File: config.mk
export PLATFORM = sky130hd
export DESIGN_NAME = dcm_lock_ctrl
export DESIGN_NICKNAME = d
export VERILOG_FILES = /design/src/rtl/dcm_lock_ctrl.sv
export SDC_FILE = /design/constraint.sdc
export NUM_CORES = 1
export LEC_CHECK = 0
export BUFFER_PORTS_ARGS = -buffer_cell sky130_fd_sc_hd__buf_2
export CORE_MARGIN = 1
export CORE_UTILIZATION = 53
export CTS_BUF_LIST = sky130_fd_sc_hd__clkbuf_2
export DETAILED_ROUTE_END_ITERATION = 6
export GPL_TIMING_DRIVEN = 0
export PLACE_DENSITY = 0.85
export SLEW_MARGIN = 25
export SYNTH_ARGS = -nofsm -noshare
export SYNTH_HDL_FRONTEND = slang
export SYNTH_SLANG_ARGS = --single-unit
File: constraint.sdc
create_clock -name BUS_CLK -period 2.1 [get_ports BUS_CLK]
set_clock_uncertainty 0.1 [all_clocks]
set_input_delay 0.21 -clock BUS_CLK [delete_from_list [all_inputs] [get_ports BUS_CLK]]
set_output_delay 0.21 -clock BUS_CLK [all_outputs]
set_load 0.02 [all_outputs]
File: src/rtl/dcm_lock_ctrl.sv
// dcm_lock_ctrl: sequences DCM reset and lock acquisition, releasing user reset once lock is stable
module dcm_lock_ctrl #(
  parameter int RST_CYCLES    = 8,
  parameter int LOCK_TIMEOUT  = 65535,
  parameter int STABLE_CYCLES = 1024,
  parameter int MAX_RETRY     = 7,
  parameter int SYNC_STAGES   = 2
) (
  input  logic       BUS_CLK,
  input  logic       BUS_RST_N,
  input  logic       DCM_LOCKED,
  input  logic       CLK_STOPPED,
  input  logic       SOFT_RST,
  output logic       DCM_RST,
  output logic       USER_RST,
  output logic       READY,
  output logic       FAIL,
  output logic [3:0] RETRY_CNT,
  output logic [7:0] RELOCK_CNT,
  output logic [2:0] STATE
);
  localparam int M1 = RST_CYCLES > LOCK_TIMEOUT ? RST_CYCLES : LOCK_TIMEOUT;
  localparam int CW = $clog2(M1 > STABLE_CYCLES ? M1 : STABLE_CYCLES);
  typedef enum logic [2:0] {
    RESET     = 3'd0,
    WAIT_LOCK = 3'd1,
    STABLE    = 3'd2,
    RUN       = 3'd3,
    FAILED    = 3'd4
  } state_t;
  state_t state, nxt;
  logic [CW-1:0] cnt, cnt_nxt;
  logic [3:0] retry_nxt;
  logic [7:0] relock_nxt;
  logic [SYNC_STAGES-1:0] lk_sync, cs_sync;
  logic lk, cs, lost;
  assign lk    = lk_sync[SYNC_STAGES-1];
  assign cs    = cs_sync[SYNC_STAGES-1];
  assign lost  = !lk || cs;
  assign STATE = state;
  always_comb begin
    nxt        = state;
    cnt_nxt    = cnt + CW'(1);
    retry_nxt  = RETRY_CNT;
    relock_nxt = RELOCK_CNT;
    if (SOFT_RST) begin
      nxt       = RESET;
      cnt_nxt   = '0;
      retry_nxt = '0;
    end else begin
      case (state)
        RESET: begin
          if (cnt == CW'(RST_CYCLES - 1)) begin
            nxt     = WAIT_LOCK;
            cnt_nxt = '0;
          end
        end
        WAIT_LOCK: begin
          if (lk) begin
            nxt     = STABLE;
            cnt_nxt = '0;
          end else if (cnt == CW'(LOCK_TIMEOUT - 1)) begin
            retry_nxt = RETRY_CNT + 4'd1;
            nxt       = (RETRY_CNT == 4'(MAX_RETRY - 1)) ? FAILED : RESET;
            cnt_nxt   = '0;
          end
        end
        STABLE: begin
          if (lost) begin
            nxt     = WAIT_LOCK;
            cnt_nxt = '0;
          end else if (cnt == CW'(STABLE_CYCLES - 1)) begin
            nxt     = RUN;
            cnt_nxt = '0;
          end
        end
        RUN: begin
          cnt_nxt = '0;
          if (lost) begin
            nxt        = RESET;
            retry_nxt  = '0;
            relock_nxt = (&RELOCK_CNT) ? RELOCK_CNT : RELOCK_CNT + 8'd1;
          end
        end
        FAILED:  cnt_nxt = '0;
        default: begin
          nxt     = RESET;
          cnt_nxt = '0;
        end
      endcase
    end
  end
  always_ff @(posedge BUS_CLK) begin
    if (!BUS_RST_N) begin
      state      <= RESET;
      cnt        <= '0;
      RETRY_CNT  <= '0;
      RELOCK_CNT <= '0;
      lk_sync    <= '0;
      cs_sync    <= '0;
      DCM_RST    <= 1'b1;
      USER_RST   <= 1'b1;
      READY      <= 1'b0;
      FAIL       <= 1'b0;
    end else begin
      state      <= nxt;
      cnt        <= cnt_nxt;
      RETRY_CNT  <= retry_nxt;
      RELOCK_CNT <= relock_nxt;
      lk_sync    <= {lk_sync[SYNC_STAGES-2:0], DCM_LOCKED};
      cs_sync    <= {cs_sync[SYNC_STAGES-2:0], CLK_STOPPED};
      DCM_RST    <= nxt == RESET;
      USER_RST   <= nxt != RUN;
      READY      <= nxt == RUN;
      FAIL       <= nxt == FAILED;
    end
  end
endmodule
==> results.md <==
* Fin Setup TNS at -0.146 ns
* Crit start category: flop
* Post-synth EDFFs at 0
* Non-Filler Instances at 291
* TritonCTS clock tree: done
* Vias per std cell at 5.67
* Die area at 3730 sq um
* Top post-synthesis cells by count: 39 x dfxtp_1, 16 x a211oi_1, 16 x xor2_1
* Final worst setup slack at -0.0421 ns
* Seq/Total Area, Yosys at 42.2%
* RSZ-0062 raised after global routing: yes
* Fraction of layout cells with a size suffix above 1 at 27.8%
* Mapped Avg Cell Area at 9.29 sq um
* Crit end category: flop
* R2R Setup Slk at -0.04 ns
* Total power at 0.00113 W
* Main flop type after synthesis: dfxtp_1
* Slowest stage delay, CP at 0.54 ns
* Rel. slew slack at 63.6%
* Seq cells post-synth at 39
* Vias at 1,651
* Placer's final routability congestion estimate at 0.843
* Largest net degree at the start of global routing at 14
* DIE HEIGHT at 61.1 um
* Post-route cell area at 2250 sq um
* ANT cells at 0
* Fillers at 250
* Crit-path max FO at 4
* Post-Syn Nets at 209
* Drt wl/cell at 14.0 um
* Grt ovf at 0
* Port Buf Inserts at 23
* Clk root buf: clkbuf_2
* IO Pins at 24
* Total GRT Usage at 24.6%
* Slew Viols, Final at 0
* Pwr dens at 501 nW/um^2
* Antenna Nets Post-Route at 0
* Hold_ws at 0.0350 ns
* VDD IR max at 0.332 mV
* Slowest-stage cell, CP: or4_4
* Area after DPL at 2030 sq um
* Sink Count at 39
* CTS HTree Levels at 2
* Crit path buf inv count at 0
* Max Cap Viol at 0
* Synth Instances at 199
* Initial Utilization at 55.4%
* Dpl cells at 268
* Seq. cell area at 797 sq um
* Die X at 61.1 um
* Drt total wl at 4070 um
* Count leader, synth: dfxtp_1
* Fmax at 0.467 GHz
* Synthesis Warnings at 0
* Cell Area, Synth at 1850 sq um
* Top post-synthesis cells by area: dfxtp_1 42%, xor2_1 7.6%, a211oi_1 6.5%
* Hpwl dp at 2610 um
* Worst EP required at 2.35 ns
* Post-route DRC at 0
* Crit path DAT at 2.39 ns
* Drt initial violations at 110
* Leak at 0.894 nW
* Most frequent CP cell: or4_4
* Clock slew at reported path FFs at 0.21 ns
* Worst Tran Pin Value at 0.544 ns
* Area grow syn2layout at 22.0%
* Failing checks: setup timing
* CP top delay family: simple AND/OR/NAND/NOR gates
* Status: complete, but fails checks
* Initial antenna violation count at 0
* Final period util at 102%
* Core box area at 3340 sq um
* Row count at 21
* Total CTS buffers at 5
* Post-synth top area share at 42.2%
* Setup CP Type: reg -> reg
* Global-route wire length before repair at 6610 um
* Unique cell type count in the Yosys netlist at 41
* CP Cell Sequence: or4_4 > o311a_1 > or4_4 > a41o_1
* Hold Crit Class: in -> reg
* Clk_lat worst skew at 0.43 ns
* Nets at 254
* Clock Tree Buf Depth at 2
* Vias in the first global route at 1,546
* Area leader, netlist: dfxtp_1
* Final Critical Period at 2.14 ns
* Ys async rst share at 0%
* Drt first pass iters at 4
* Setup Viol. Count Final at 11
* Final hold vios at 0
* Area occupied by multi-input gates at 1060 sq um
## cells by family (layout without fill, tap and decap cells)
logic type,after synthesis,after routing,synth area share (%)
flops,39,39,42.2
buf+inv,12,58,2.84
fa+ha+maj,5,5,3.39
xor+xnor,23,23,10.9
simple gates,85,85,27.5
compound gates,35,35,13.1
## final cells by class
class | count | share of cell area, %
clock inverters | 3 | 0.888
plain buffers | 7 | 1.66
well taps | 46 | 2.55
clock buffers | 5 | 1.11
flip-flops and latches | 39 | 35.3
repair buffers | 39 | 10.9
multi-input cells | 148 | 46.9
inverters | 4 | 0.666
## state kept, by name, indices dropped and copies added (netlist names)
signal	flops
RELOCK_CNT	8
DCM_RST	1
RETRY_CNT	4
STATE	3
lk_sync	2
READY	1
USER_RST	1
cnt	16
cs_sync	2
FAIL	1
## power breakdown
group	leakage, nW	switching (W)	internal, W
clock network	0.0250	0.000264	0.0000785
registers	0.320	0.00000468	0.000744
logic	0.549	0.0000198	0.0000187
total	0.894	0.000289	0.000841
## path summary, 6_finish.rpt
| kind | startpoint | cells past startpoint | to |
|---|---|---|---|
| worst min-delay path | SOFT_RST | 4 | STATE[0] |
| worst max register to register | cnt[10] | 4 | DCM_RST |
| worst min register to register | lk_sync[0] | 1 | lk_sync[1] |
| worst max-delay path | cnt[10] | 4 | DCM_RST |
## placed cells by master (no fill, tap or decap), drive strengths merged, types with 2 or more instances in the layout
| cell type | netlist | final |
|---|---|---|
| buf | 4 | 40 |
| dfxtp | 39 | 39 |
| xor2 | 16 | 16 |
| a211oi | 16 | 16 |
| nand2 | 13 | 13 |
| nor2 | 11 | 11 |
| and2 | 11 | 11 |
| nand3 | 10 | 10 |
| xnor2 | 7 | 7 |
| nor3 | 7 | 7 |
| nand4 | 7 | 7 |
| clkbuf | 4 | 7 |
| o21ai | 6 | 6 |
| a21oi | 5 | 5 |
| ha | 5 | 5 |
| nor4 | 5 | 5 |
| inv | 4 | 4 |
| nand2b | 4 | 4 |
| dlygate4sd3 | 0 | 4 |
| or3 | 3 | 3 |
| a21boi | 3 | 3 |
| nor2b | 2 | 2 |
| or4 | 2 | 2 |
| clkinvlp | 0 | 2 |
| and3 | 2 | 2 |
| and4 | 2 | 2 |
## worst register-to-register path, delay by kind of cell, from the launching register on
family / cells / cell delay [ns]
AND/OR/NAND/NOR: 2 / 0.99
flip-flops: 1 / 0.39
AO/OA/AOI/OAI: 2 / 0.59
## repair_timing
action,4_1_cts,5_1_grt
hold buffers,4,0
endpoints found under the setup margin,15,21
cloned,0,0
buffers inserted,8,4
hold endpoints to repair,3,0
gates resized for setup,10,7
pin swaps,1,1
## through the flow
step	setup WS (ns)	util, %
after floorplan	0.00332	-
after global placement	-0.169	60.7
after detailed placement	-0.169	60.7
after CTS	-0.0424	66.1
after global routing	-0.103	67.6
final	-0.0421	67.6
## routing by layer
metal	wire length (um)	global-route usage (%)	up-vias
li1	-	-	807
met4	86	11.4	0
met1	1810	28.5	802
met3	166	9.03	10
met5	0	0	-
met2	2010	40.5	32
Note: power is estimated with default switching activity, not from simulation.
